`src/rtl/booth_pkg.sv`:
```
// Shared types and helpers for the time-multiplexed radix-2 Booth multiplier.
// Holds the FSM state encoding and the round-robin search used by the arbiter.
package booth_pkg;

    localparam int WIDTH_DEF = 32;
    localparam int MAX_REQ   = 64;

    typedef enum logic [1:0] {
        IDLE = 2'd0,
        RUN  = 2'd1,
        DONE = 2'd2
    } state_t;

    // First set bit of vld[n-1:0], scanning circularly upward from ptr.
    // Returns 0 when nothing is set; callers qualify with |vld.
    function automatic int rr_first(input logic [MAX_REQ-1:0] vld, input int n, input int ptr);
        int r;
        int j;
        r = 0;
        for (int k = MAX_REQ - 1; k >= 0; k--) begin
            if (k < n) begin
                j = ptr + k;
                if (j >= n) j = j - n;
                if (vld[j]) r = j;
            end
        end
        return r;
    endfunction

endpackage

```
`src/rtl/booth_radix2_step.sv`:
```
// One combinational radix-2 Booth iteration: add/sub M into A, then
// arithmetic-shift {A, Q, Q-1} right by one.
module booth_radix2_step #(
    parameter int WIDTH = 32
) (
    input  logic [WIDTH:0]   i_a,
    input  logic [WIDTH-1:0] i_q,
    input  logic             i_q1,
    input  logic [WIDTH-1:0] i_m,
    output logic [WIDTH:0]   o_a,
    output logic [WIDTH-1:0] o_q,
    output logic             o_q1
);

    logic [WIDTH:0] w_m_ext;
    logic [WIDTH:0] w_sum;

    // One guard bit keeps A exact when M or Y is the most negative value.
    assign w_m_ext = {i_m[WIDTH-1], i_m};

    always_comb begin
        w_sum = i_a;
        case ({i_q[0], i_q1})
            2'b01:   w_sum = i_a + w_m_ext;
            2'b10:   w_sum = i_a - w_m_ext;
            default: w_sum = i_a;
        endcase
    end

    assign o_a  = {w_sum[WIDTH], w_sum[WIDTH:1]};
    assign o_q  = {w_sum[0], i_q[WIDTH-1:1]};
    assign o_q1 = i_q[0];

endmodule

```
`src/rtl/booth_mult_scheduler.sv`:
```
// Round-robin scheduler sharing one iterative Booth multiplier among NUM_REQ
// clients; returns the tagged 2*WIDTH-bit product over a valid/ready port.
module booth_mult_scheduler
    import booth_pkg::*;
#(
    parameter int WIDTH   = WIDTH_DEF,
    parameter int NUM_REQ = 4,
    parameter int IDW     = $clog2(NUM_REQ)
) (
    input  logic                     CLK,
    input  logic                     RESET,
    input  logic [NUM_REQ-1:0]       req_valid,
    output logic [NUM_REQ-1:0]       req_ready,
    input  logic [NUM_REQ*WIDTH-1:0] req_x,
    input  logic [NUM_REQ*WIDTH-1:0] req_y,
    output logic                     rsp_valid,
    input  logic                     rsp_ready,
    output logic [2*WIDTH-1:0]       rsp_z,
    output logic [IDW-1:0]           rsp_id,
    output logic                     busy
);

    localparam int CW = $clog2(WIDTH);

    state_t           r_state, w_state_nxt;
    logic [IDW-1:0]   r_rr_ptr;
    logic [IDW-1:0]   r_id;
    logic [CW-1:0]    r_cnt;
    logic [WIDTH:0]   r_a, w_a_nxt;
    logic [WIDTH-1:0] r_q, w_q_nxt;
    logic [WIDTH-1:0] r_m;
    logic             r_q1, w_q1_nxt;
    logic             w_found;
    logic             w_accept;
    logic [IDW-1:0]   w_gid;

    assign w_found = |req_valid;
    assign w_gid   = IDW'(rr_first(MAX_REQ'(req_valid), NUM_REQ, int'(r_rr_ptr)));

    booth_radix2_step #(.WIDTH(WIDTH)) u_step (
        .i_a  (r_a),
        .i_q  (r_q),
        .i_q1 (r_q1),
        .i_m  (r_m),
        .o_a  (w_a_nxt),
        .o_q  (w_q_nxt),
        .o_q1 (w_q1_nxt)
    );

    always_comb begin
        w_state_nxt = r_state;
        req_ready   = '0;
        w_accept    = 1'b0;
        case (r_state)
            IDLE: begin
                if (w_found) begin
                    req_ready   = NUM_REQ'(1) << w_gid;
                    w_accept    = 1'b1;
                    w_state_nxt = RUN;
                end
            end
            RUN: begin
                if (r_cnt == CW'(WIDTH - 1)) w_state_nxt = DONE;
            end
            DONE: begin
                if (rsp_ready) w_state_nxt = IDLE;
            end
            default: w_state_nxt = IDLE;
        endcase
    end

    always_ff @(posedge CLK) begin
        if (RESET) begin
            r_state  <= IDLE;
            r_rr_ptr <= '0;
            r_id     <= '0;
            r_cnt    <= '0;
            r_a      <= '0;
            r_q      <= '0;
            r_q1     <= 1'b0;
            r_m      <= '0;
        end else begin
            r_state <= w_state_nxt;
            if (w_accept) begin
                r_m      <= req_x[w_gid*WIDTH +: WIDTH];
                r_q      <= req_y[w_gid*WIDTH +: WIDTH];
                r_a      <= '0;
                r_q1     <= 1'b0;
                r_cnt    <= '0;
                r_id     <= w_gid;
                r_rr_ptr <= (w_gid == IDW'(NUM_REQ - 1)) ? '0 : w_gid + 1'b1;
            end else if (r_state == RUN) begin
                r_a   <= w_a_nxt;
                r_q   <= w_q_nxt;
                r_q1  <= w_q1_nxt;
                r_cnt <= r_cnt + 1'b1;
            end
        end
    end

    // A and Q are untouched in IDLE, so the product lingers until the next accept.
    assign rsp_valid = (r_state == DONE);
    assign rsp_z     = {r_a[WIDTH-1:0], r_q};
    assign rsp_id    = r_id;
    assign busy      = (r_state != IDLE);

endmodule

```
`config.mk`:
```
export PLATFORM = sky130hd
export DESIGN_NAME = booth_mult_scheduler
export DESIGN_NICKNAME = d
export VERILOG_FILES = /design/src/rtl/booth_pkg.sv /design/src/rtl/booth_radix2_step.sv /design/src/rtl/booth_mult_scheduler.sv
export SDC_FILE = /design/constraint.sdc
export NUM_CORES = 1
export LEC_CHECK = 0
export CAP_MARGIN = 40
export CORE_MARGIN = 8
export CORE_UTILIZATION = 49
export DETAILED_ROUTE_END_ITERATION = 12
export PLACE_DENSITY = 0.88
export SYNTH_ARGS = -nofsm -noshare
export SYNTH_HDL_FRONTEND = slang
export SYNTH_SLANG_ARGS = --single-unit
```
`constraint.sdc`:
```
create_clock -name CLK -period 13.77 [get_ports CLK]
set_input_delay 4.131 -clock CLK [delete_from_list [all_inputs] [get_ports CLK]]
set_output_delay 4.131 -clock CLK [all_outputs]
set_load 0.01 [all_outputs]
```
Yosys cells after proc, flatten, opt, wreduce, memory -nomap -nowiden --
Cells that the tools add are included.
Word-level totals: flip-flop bits (word level) 108, input port bits 263, output and inout bits 72
Operators by class: add/subtract/negate cells 11, $lt $le $gt $ge 8, eq/ne operators 9, shifts and indexed selects 3, multiplexer cells 32, reduce and logical (&&, ||, !) cells 6
Operator list (count):
- 128-bit by 8-bit variable part select with 32-bit output | 2
- 32-bit two-way mux | 6
- 32-bit by 8-bit less-than comparator with 1-bit output, second input constant | 4
- 33-bit case mux with 2 select lines | 1
- 32-bit by 32-bit adder with 33-bit output | 1
- 32-bit by 32-bit subtractor with 33-bit output | 1
- 1-bit binary-select mux with 6-bit select | 4
- 2-bit two-way mux | 8
- 3-bit by 3-bit subtractor with 4-bit output, second input constant | 3
- 1-bit two-way mux | 10
- 3-bit >= comparator, second input constant | 3
- 4-bit two-way mux | 2
- 2-bit by 2-bit adder with 3-bit output, second input constant | 2
- 2-bit equality test, second input constant | 3
- 2-bit case mux with 3 select lines | 1
- 5-bit by 1-bit adder with 5-bit output, second input constant | 1
- 5-bit equality test, second input constant | 1
- 2-bit by 1-bit equality test with 1-bit output, second input constant | 2
- 2-bit inequality test, second input constant | 2
- 2-bit nonzero test | 2
- 4-bit OR reduction | 1
- 1-bit by 2-bit << shifter with 4-bit output, first input constant | 1
- 2-bit by 3-bit subtractor with 4-bit output, second input constant | 1
- 2-bit by 1-bit adder with 3-bit output, second input constant | 1
- other kinds (6) | 6

Longest topological paths before layout --
Gate-level depths: netlist of the first run.
word-level depth 13, mapped depth 20, depth with buffers taken out 18

Hierarchy --
A second synthesis of the first run with hierarchy kept.
Unflattened totals: cell total of the unflattened synthesis 1256, area total of the unflattened synthesis 10017.1 um^2
Modules (own cells, without submodules):
- booth_mult_scheduler | times used 1, cells each 797, area each 7020.5 um^2
- booth_radix2_step | times used 1, cells each 459, area each 2996.6 um^2

Worst setup path before layout of the first run --
OpenSTA, ideal clock, no wires.
kind in2out, from input req_valid[0], to output req_ready[3], data arrival time 5.940 ns, required time 9.639 ns, setup slack 3.699 ns, cell stages on the path 9, buffers on the path 2, path through mux4_2 nand2_1 o21ai_1 a211oi_4 buf_4 buf_4 inv_1 ha_1 and2_1
On the way: word-level cells in the longest chain between the ends 10
RTL lines:
- start, declared | line booth_mult_scheduler.sv:12 | input logic [NUM_REQ-1:0] req_valid,
- 1-bit binary-select mux with 6-bit select | line booth_pkg.sv:24 | if (vld[j]) r = j;
- 1-bit two-way mux (not written as such) (2 in series) | line booth_pkg.sv:24
- 2-bit two-way mux (3 in series) | line booth_pkg.sv:24
- 2-bit two-way mux (*) | line booth_pkg.sv:24
- via w_gid[1] | line booth_mult_scheduler.sv:35 | logic [IDW-1:0] w_gid;
- 1-bit by 2-bit << shifter with 4-bit output (*) | line booth_mult_scheduler.sv:57 | req_ready = NUM_REQ'(1) << w_gid;
- 4-bit two-way mux (*) | line booth_mult_scheduler.sv:56 | if (w_found) begin
- 4-bit two-way mux (*) | line booth_mult_scheduler.sv:54 | case (r_state)
- end, declared | line booth_mult_scheduler.sv:13 | output logic [NUM_REQ-1:0] req_ready,
The timed path passes the listed nets; every way through them passes the cells marked *. The select of a mux whose other input is x is not followed.

Worst setup path in the final report of the first run --
from input req_valid[3], to output req_ready[2]
On the way: word-level cells in the longest chain between the ends 10
RTL lines (line):
- 1-bit binary-select mux with 6-bit select | booth_pkg.sv:24
- 1-bit two-way mux (not written as such) (2 in series) | booth_pkg.sv:24
- 2-bit two-way mux (4 in series) | booth_pkg.sv:24
- 1-bit by 2-bit << shifter with 4-bit output | booth_mult_scheduler.sv:57
- 4-bit two-way mux (*) | booth_mult_scheduler.sv:56
- 4-bit two-way mux (*) | booth_mult_scheduler.sv:54
Every way passes the cells marked *; elsewhere a longest branch is shown, timed or not. The select of a mux whose other input is x is not followed.

==> qor.txt, run 1 <==
status - finished clean
Syn Nets - 1461
maxcap violations - 0
Slew @ Worst Pin - 0.862 ns
Post-synth ARST share - 0%
Detail Placement HPWL - 26600 um
area grow syn2layout - 42.0%
Post-CTS Resized - 0
pwr dens - 204 nW/um2
number of DRC markers in iteration 0 - 784
via-per-instance ratio - 5.88
commonest non-fill, non-tap cell in the layout - clkdlybuf4s50_1
number of fill cells - 1395
quantity of hold-fixing buffers added after cts - 0
Final Hold Vio Count - 0
chip width - 151 um
CP Buf/Inv Count - 3
port bufs - 334
sequential share of the synthesized area - 24.2%
sw frac - 48.3%
Slowest-stage cell, CP - clkdlybuf4s50_1
first-pass GRT wire length - 50900 um
Yosys cell types - 83
Min-Delay Path Class - register to register
H-tree Lvls - 3
worst rel slew slack - 42.4%
NumNets Final - 1740
Sink Count - 108
Critical Path RT - 9.64 ns
TritonCTS Buffers - 9
Crit Path Max Fanout - 63
Starting Density - 49.9%
Finished Cell Area - 12700 um2
Leak - 5.32 nW
skew final - 0.00702 ns
VDD IR max - 0.136 mV
CTS max path bufs - 2
CTS tree - built
final wirelength - 33700 um
critical path's top delay family - buffers and inverters
Final Max Tran Viols - 0
Switch Pwr - 1.25 mW
IO Pins - 335
Synth Instances - 1152
syn_area_per_cell - 7.75 um2
Total Power - 2.59 mW
share of power burned in registers - 18.4%
Comb power frac - 71.0%
fin crit period - 11.32 ns
worst skew pair latency - 0.36 ns
flops & latches, synth - 108
die area - 22800 um2
First-pass DRT Iterations - 5
GRT overflow - 0
Synth Cell Area - 8930 um2
via count - 9809
Int Power - 1.34 mW
RePlAce Congestion - 0.911
Routed Antenna Nets - 0
Setup Fix Bufs, Post-CTS - 0
startpoint types - input pin
fraction of layout cells with a size suffix above 1 - 4.81%
Max Freq - 88.4 MHz
clock power share - 10.6%
Final period util - 82.2%
setup TNS - 0 ns
critical path cell sequence - clkdlybuf4s50_1 > mux2i_1 > or3_1 > nand2_1 > o21ai_1 > a22oi_4 > buf_4 > ha_1 > and2_1 > clkdlybuf4s50_1
Root Buffer - clkbuf_16
Reg clk slew, reported paths - 0.08 ns
commonest non-fill, non-tap cells in the layout - clkdlybuf4s50_1, nand2_1, a21oi_1
vias in the first global route - 9434
largest net degree at the start of global routing - 88
CP endpoint kind - output port
initial antenna violation count - 2
Warnings, synthesis - 0
wire per inst - 20.2 um
Setup Viol. Count Final - 0
Post-synth EDFFs - 0
Rows - 49
unrepaired setup endpoints after global routing - no
DRC Markers - 0
area of the core - 17900 um2
die height - 151 um
Worst path max stage delay - 0.62 ns
top_reg_cell synth - dfxtp_1
DP Area - 12400 um2
most frequent CP cell - clkdlybuf4s50_1
Setup CP Type - input pin to output port
Worst Path Arrival - 7.18 ns
GR Util All Layers - 28.6%
-- worst reg2reg max path, stage by stage (launching register included) --
cell      delay (ns)
dfxtp_1         0.37
nor3_1          0.26
nand3_1         0.16
nor4_1          0.64
a21oi_1         0.18
xnor2_1         0.36
ha_1            0.38
a21o_1          0.25
a211oi_4        0.34
nand3b_1        0.14
o22ai_2         0.31
nand2b_4        0.20
a311oi_2        0.10
xor2_1          0.20
or4_1           0.40
a21oi_1         0.14
-- worst paths after layout --
path / start / to / slack [ns] / cells past startpoint
worst max-delay path: req_valid[3] / req_ready[2] / 2.45 / 10
worst min-delay path: r_q1 / r_q1 / 0.46 / 2
worst max register to register: r_m[2] / r_a[31] / 9.29 / 15
worst min register to register: r_q1 / r_q1 / 0.46 / 2
-- synth_stat cells (13+ instances only) --
cell type | n | share of area, %
a211o_1 | 29 | 2.8
and3_1 | 28 | 2.0
xor2_1 | 15 | 1.5
mux2i_1 | 73 | 8.2
a21oi_1 | 136 | 7.6
xnor2_1 | 43 | 4.2
o21ai_0 | 48 | 2.7
nor2_1 | 94 | 3.9
a21o_1 | 29 | 2.4
nand2_1 | 178 | 7.5
inv_1 | 22 | 0.92
nand3_1 | 15 | 0.84
clkbuf_1 | 58 | 2.4
a211oi_1 | 13 | 1.1
dfxtp_1 | 108 | 24
nor3_1 | 19 | 1.1
ha_1 | 45 | 6.3
o221a_1 | 21 | 2.6
-- through the flow --
stage                     util [%]  worst slack (ns)  instances  hold WS, ns
final                         70.8              2.45       1667        0.461
after detailed placement      69.1              2.47       1649        0.448
after global routing          70.8              2.28       1666        0.469
after floorplan                  -              3.70       1152        0.436
after global placement        68.5              2.52       1643        0.443
after CTS                     70.8              2.45       1665        0.459
-- power groups by stage --
stage | Clock, mW | Combinational (mW) | Sequential (mW)
2_1_floorplan | 0 | 1.33 | 0.465
3_3_place_gp | 0 | 1.74 | 0.475
3_5_place_dp | 0 | 1.81 | 0.480
4_1_cts | 0.275 | 1.82 | 0.473
5_1_grt | 0.287 | 1.99 | 0.485
6_report | 0.274 | 1.84 | 0.477
-- sequential cells by signal, summed over array words and instances (netlist names) --
signal	cells
r_q1	1
r_q	32
r_a	32
r_m	32
r_cnt	5
rsp_id	2
r_state	2
r_rr_ptr	2
-- area by class of cell --
type / count / area, um2 / area share [%]
multi-input combinational: 940 / 6320 / 49.8
timing repair buffer: 349 / 3520 / 27.8
sequential: 108 / 2160 / 17.0
tap: 229 / 287 / 2.26
clock buffer: 12 / 246 / 1.94
inverter: 23 / 88.8 / 0.700
clock inverter: 4 / 56.3 / 0.444
antenna: 2 / 5.00 / 0.0395
-- routing by layer --
layer | up-vias | GRT usage (%) | share of wire, %
met2 | 417 | 47.1 | 47
met1 | 4588 | 35.5 | 41
met5 | - | 0 | 0.041
met4 | 2 | 10.5 | 3.2
li1 | 4730 | - | -
met3 | 72 | 6.87 | 8.0
-- cell families after synthesis --
group	Yosys count	share of synthesized area (%)
fa+ha+maj	46	6.53
mux	81	9.73
simple gates	389	20.2
compound gates	366	28.3
buf+inv	104	5.28
flops	108	24.2
xor+xnor	58	5.69
Power figures use the tool's default switching activity.
==> run 2, diff against run 1 <==
--- a/config.mk
+++ b/config.mk
@@ -7,9 +7,9 @@
 export LEC_CHECK = 0
 export CAP_MARGIN = 40
 export CORE_MARGIN = 8
-export CORE_UTILIZATION = 49
+export CORE_UTILIZATION = 41
 export DETAILED_ROUTE_END_ITERATION = 12
-export PLACE_DENSITY = 0.88
+export PLACE_DENSITY = 0.78
 export SYNTH_ARGS = -nofsm -noshare
 export SYNTH_HDL_FRONTEND = slang
 export SYNTH_SLANG_ARGS = --single-unit
==> constraint.sdc (replaced) <==
create_clock -name CLK -period 10.15 [get_ports CLK]
set_input_delay 3.045 -clock CLK [delete_from_list [all_inputs] [get_ports CLK]]
set_output_delay 3.045 -clock CLK [all_outputs]
set_load 0.01 [all_outputs]
==> run 2 against run 1 <==
Effect of this change:
- register-to-register slack got worse by 3.7 ns
- sequential cell count did not move
- total power grew 33%
- routed wire length up 0.15%
- cell area is essentially flat
- critical path depth stayed put
- count of clock-buffer cells in the layout shrank 2
- non-clock buffer count is 1 lower
- utilization is 12 points lower
- worst hold slack better by 0.012 ns
- final cell count increased by 2.9%
- via count fell by 2.0%
- critical endpoint is now req_ready[3]
==> qor.txt, run 2 (same netlist as run 1, synthesis figures left out) <==
Layout Cells excl Fill - 1716 (+2.9%)
Final Hold Vio Count - 0 (unchanged)
Setup Viol. Count Final - 0 (unchanged)
Total Power - 3.45 mW (+33%)
GR Util All Layers - 24.5% (-4.1 points)
chip width - 164 um (+8.3%)
fraction of layout cells with a size suffix above 1 - 4.81% (about the same)
Final Max Tran Viols - 0 (unchanged)
vias in the first global route - 9473 (+0.41%)
final wirelength - 33800 um (+0.15%)
unrepaired setup endpoints after global routing - no
VDD IR max - 0.236 mV (+74%)
CTS tree - built
number of DRC markers in iteration 0 - 631 (-20%)
DRC Markers - 0 (unchanged)
CTS max path bufs - 2 (unchanged)
Leak - 5.29 nW (-0.49%)
via count - 9616 (-2.0%)
die area - 26800 um2 (+17%)
worst rel slew slack - 41.1% (-1.3 points)
RePlAce Congestion - 0.928 (+1.9%)
first-pass GRT wire length - 52100 um (+2.2%)
commonest non-fill, non-tap cell in the layout - clkdlybuf4s50_1
Finished Cell Area - 12700 um2 (about the same)
commonest non-fill, non-tap cells in the layout - clkdlybuf4s50_1, nand2_1, a21oi_1
startpoint types - input pin
fin crit period - 8.86 ns
NumNets Final - 1739 (-0.057%)
area of the core - 21600 um2 (+21%)
Root Buffer - clkbuf_16
Reg clk slew, reported paths - 0.08 ns (about the same)
maxcap violations - 0 (unchanged)
Sink Count - 108 (unchanged)
wire per inst - 19.7 um (-2.7%)
IO Pins - 335 (unchanged)
Final period util - 87.2%
Detail Placement HPWL - 26700 um (+0.29%)
largest net degree at the start of global routing - 88 (unchanged)
Slew @ Worst Pin - 0.883 ns (+0.0219 ns)
status - finished clean
First-pass DRT Iterations - 5 (unchanged)
Post-CTS Resized - 0 (unchanged)
area grow syn2layout - 41.9% (about the same)
Max Freq - 113 MHz
TritonCTS Buffers - 9 (unchanged)
Rows - 54 (+10%)
die height - 164 um (+8.3%)
GRT overflow - 0 (unchanged)
Fin Hold WS - 0.473 ns (+0.0121 ns)
Setup Fix Bufs, Post-CTS - 0 (unchanged)
placed cell count - 1698 (+3.0%)
DP Area - 12400 um2 (about the same)
setup TNS - 0 ns (unchanged)
port bufs - 334 (unchanged)
Worst Path Arrival - 5.81 ns (-1.37 ns)
skew final - 0.00880 ns (+0.00179 ns)
via-per-instance ratio - 5.60 (-4.8%)
Crit Path Max Fanout - 46 (-27%)
H-tree Lvls - 3 (unchanged)
quantity of hold-fixing buffers added after cts - 0 (unchanged)
Routed Antenna Nets - 0 (unchanged)
Setup CP Type - input pin to output port
Critical Path RT - 7.11 ns (-2.53 ns)
worst skew pair latency - 0.36 ns (about the same)
Min-Delay Path Class - register to register
CP endpoint kind - output port
pwr dens - 272 nW/um2 (+33%)
largest registers - r_a (32), r_m (32), r_q (32)
initial antenna violation count - 1 (-1)
Starting Density - 41.3% (-8.6 points)
-- run 2: stage by stage --
step,util (%),setup WS [ns]
after global routing,58.6,1.14
after detailed placement,57.3,1.28
final,58.6,1.29
after global placement,57.1,1.34
after CTS,58.6,1.28
after floorplan,-,2.25
-- run 2: where the power goes --
part           switching (mW)  leakage [nW]  internal [mW]
Combinational            1.38          4.27           1.07
Clock                   0.179         0.141          0.172
Sequential              0.120         0.887          0.525
-- run 2: path summary, 6_finish.rpt --
kind	start	end	slack [ns]	cells after the start
min reg2reg	r_cnt[4]	r_cnt[4]	0.47	2
max	req_valid[3]	req_ready[3]	1.29	10
max reg2reg	r_m[4]	r_a[31]	5.58	16
min	r_cnt[4]	r_cnt[4]	0.47	2
-- run 2: layout make-up --
type                            instances  area [um2]
Tap cell                              280         350
Clock inverter                          6        53.8
Clock buffer                           10         229
Inverter                               23        88.8
Antenna cell                            1        2.50
Multi-Input combinational cell        940        6320
Timing Repair Buffer                  348        3470
Sequential cell                       108        2160
Fill cell                            2011        8950
-- run 2: critical path, cell delays in order --
cell             delay, ns
clkdlybuf4s50_1       0.59
mux2i_1               0.12
or3_1                 0.36
nand2_1               0.09
a21o_1                0.16
a22oi_4               0.08
inv_4                 0.43
ha_1                  0.26
and2_1                0.13
clkdlybuf4s50_1       0.53
-- run 2: layer usage --
layer,global-route usage [%],up-vias,share of wire (%)
met5,0,-,0
met4,7.23,0,2.6
met3,5.97,46,6.5
met2,42.2,333,49
met1,29.6,4520,42
li1,-,4717,-
==> run 3, diff against run 2 <==
--- a/config.mk
+++ b/config.mk
@@ -7,9 +7,9 @@
 export LEC_CHECK = 0
 export CAP_MARGIN = 40
 export CORE_MARGIN = 8
-export CORE_UTILIZATION = 41
+export CORE_UTILIZATION = 49
 export DETAILED_ROUTE_END_ITERATION = 12
-export PLACE_DENSITY = 0.78
+export PLACE_DENSITY = 0.88
 export SYNTH_ARGS = -nofsm -noshare
 export SYNTH_HDL_FRONTEND = slang
 export SYNTH_SLANG_ARGS = --single-unit
==> constraint.sdc (replaced) <==
create_clock -name CLK -period 11.45 [get_ports CLK]
set_input_delay 3.435 -clock CLK [delete_from_list [all_inputs] [get_ports CLK]]
set_output_delay 3.435 -clock CLK [all_outputs]
set_load 0.01 [all_outputs]
==> run 3 against run 2 <==
Effect of this change:
- register-to-register slack better by 1.2 ns
- total power down 9.1%
- utilization up 12 points
- clock skew up 0.0021 ns
- critical path depth down 1
- worst hold slack worse by 0.0086 ns
- sequential share of layout area about the same
- first-iteration DRC count up 13%
- count of clock-buffer cells in the layout unchanged
- clock power about the same
- routed wire length down 0.94%
- sequential power down 11%
- critical path type unchanged
==> qor.txt, run 3 (same netlist as run 1, synthesis figures left out) <==
Int Power - 1.64 mW (-7.6%)
clock power share - 11.2% (+1.0 points)
final wirelength - 33500 um (-0.94%)
CTS tree - built
largest registers - r_a (32), r_m (32), r_q (32)
Worst Path Arrival - 6.19 ns (+0.38 ns)
Detail Placement HPWL - 26600 um (-0.33%)
via count - 9774 (+1.6%)
Setup Viol. Count Final - 0 (unchanged)
area grow syn2layout - 42.3%
IO Pins - 335 (unchanged)
DP Area - 12400 um2 (about the same)
Reg clk slew, reported paths - 0.07 ns (about the same)
die area - 22800 um2 (-15%)
worst skew pair latency - 0.36 ns (about the same)
Min-Delay Path Class - register to register
Switch Pwr - 1.50 mW (-11%)
vias in the first global route - 9592 (+1.3%)
Final period util - 84.1%
chip width - 151 um (-7.7%)
Slew @ Worst Pin - 0.847 ns (-0.0361 ns)
Comb power frac - 70.6% (-0.5 points)
Critical Path RT - 8.02 ns (+0.91 ns)
CTS max path bufs - 2 (unchanged)
Post-CTS Resized - 0 (unchanged)
number of fill cells - 1426 (-29%)
Crit Path Max Fanout - 8 (-83%)
Max Freq - 104 MHz
Setup CP Type - input pin to output port
commonest non-fill, non-tap cell in the layout - clkdlybuf4s50_1
H-tree Lvls - 3 (unchanged)
CP endpoint kind - output port
share of power burned in registers - 18.2% (-0.5 points)
Root Buffer - clkbuf_16
port bufs - 334 (unchanged)
sw frac - 47.9% (-0.88 points)
status - finished clean
GRT overflow - 0 (unchanged)
VDD IR max - 0.233 mV (-1.5%)
GR Util All Layers - 28.7% (+4.2 points)
Rows - 49 (-9.3%)
via-per-instance ratio - 5.87 (+4.7%)
Starting Density - 49.9% (+8.6 points)
worst slack, placed - 1.86 ns (+0.576 ns)
Final Hold Vio Count - 0 (unchanged)
skew final - 0.0109 ns (+0.00205 ns)
DRC Markers - 0 (unchanged)
worst rel slew slack - 43.5% (+2.4 points)
Leak - 5.34 nW (+0.80%)
First-pass DRT Iterations - 5 (unchanged)
Finished Cell Area - 12700 um2 (+0.27%)
NumNets Final - 1740 (+0.058%)
first-pass GRT wire length - 51500 um (-1.1%)
fraction of layout cells with a size suffix above 1 - 4.94% (+0.14 points)
startpoint types - input pin
largest net degree at the start of global routing - 88 (unchanged)
number of DRC markers in iteration 0 - 716 (+13%)
die height - 151 um (-7.7%)
Setup Fix Bufs, Post-CTS - 0 (unchanged)
TritonCTS Buffers - 9 (unchanged)
Final Max Tran Viols - 0 (unchanged)
setup TNS - 0 ns (unchanged)
Sink Count - 108 (unchanged)
fin crit period - 9.63 ns
quantity of hold-fixing buffers added after cts - 0 (unchanged)
unrepaired setup endpoints after global routing - no
area of the core - 17900 um2 (-17%)
Register-to-Register Setup Slack - 6.82 ns (+1.24 ns)
commonest non-fill, non-tap cells in the layout - clkdlybuf4s50_1, nand2_1, a21oi_1
initial antenna violation count - 2 (+1)
maxcap violations - 0 (unchanged)
pwr dens - 247 nW/um2 (-9.4%)
wire per inst - 20.1 um (+2.0%)
setup ws final - 1.82 ns (+0.526 ns)
Routed Antenna Nets - 0 (unchanged)
RePlAce Congestion - 0.916 (-1.3%)
-- run 3: power by group through the flow --
stage / Clock (mW) / Sequential (mW) / Combinational [mW]
after floorplan: 0 / 0.559 / 1.60
after global placement: 0 / 0.573 / 2.09
after detailed placement: 0 / 0.576 / 2.18
after CTS: 0.358 / 0.569 / 2.20
after global routing: 0.367 / 0.583 / 2.40
final: 0.351 / 0.572 / 2.22
-- run 3: per-stage QoR --
stage	utilization, %	power, mW	std cells	hold slack (ns)
2_1_floorplan	-	2.16	1152	0.436
3_3_place_gp	68.5	2.67	1643	0.443
3_5_place_dp	69.1	2.76	1649	0.450
4_1_cts	71.0	3.13	1665	0.461
5_1_grt	71.0	3.35	1666	0.485
6_report	71.0	3.14	1666	0.464
-- run 3: area by class of cell --
cell class / count / area (um2) / area share, %
Multi-Input combinational cell: 940 / 6320 / 49.7
Timing Repair Buffer: 349 / 3520 / 27.7
Sequential cell: 108 / 2160 / 17.0
Tap cell: 229 / 287 / 2.25
Clock buffer: 10 / 239 / 1.88
Clock inverter: 6 / 93.8 / 0.738
Inverter: 23 / 88.8 / 0.699
Antenna cell: 1 / 2.50 / 0.0197
-- run 3: critical path, stage by stage --
cell and delay [ns]:
clkdlybuf4s50_1 0.53, mux4_2 0.49, nand2_1 0.10, o21ai_1 0.09
a211oi_4 0.56, inv_1 0.13, ha_1 0.23, and2_1 0.14
clkdlybuf4s50_1 0.47
-- run 3: path summary, 6_finish.rpt --
path / from / to / cells after the start
worst max-delay path: req_valid[3] / req_ready[2] / 9
worst min-delay path: r_q1 / r_q1 / 2
worst max register to register: r_m[2] / r_a[31] / 16
worst min register to register: r_q1 / r_q1 / 2
-- run 3: routing by layer --
metal,wire length (um),vias to the layer above,global-route usage [%],share of wire (%)
met1,13800,4607,35.0,41
met5,15,-,0,0.045
met4,947,2,10.0,2.8
li1,-,4732,-,-
met2,16400,378,48.5,49
met3,2320,55,6.66,6.9
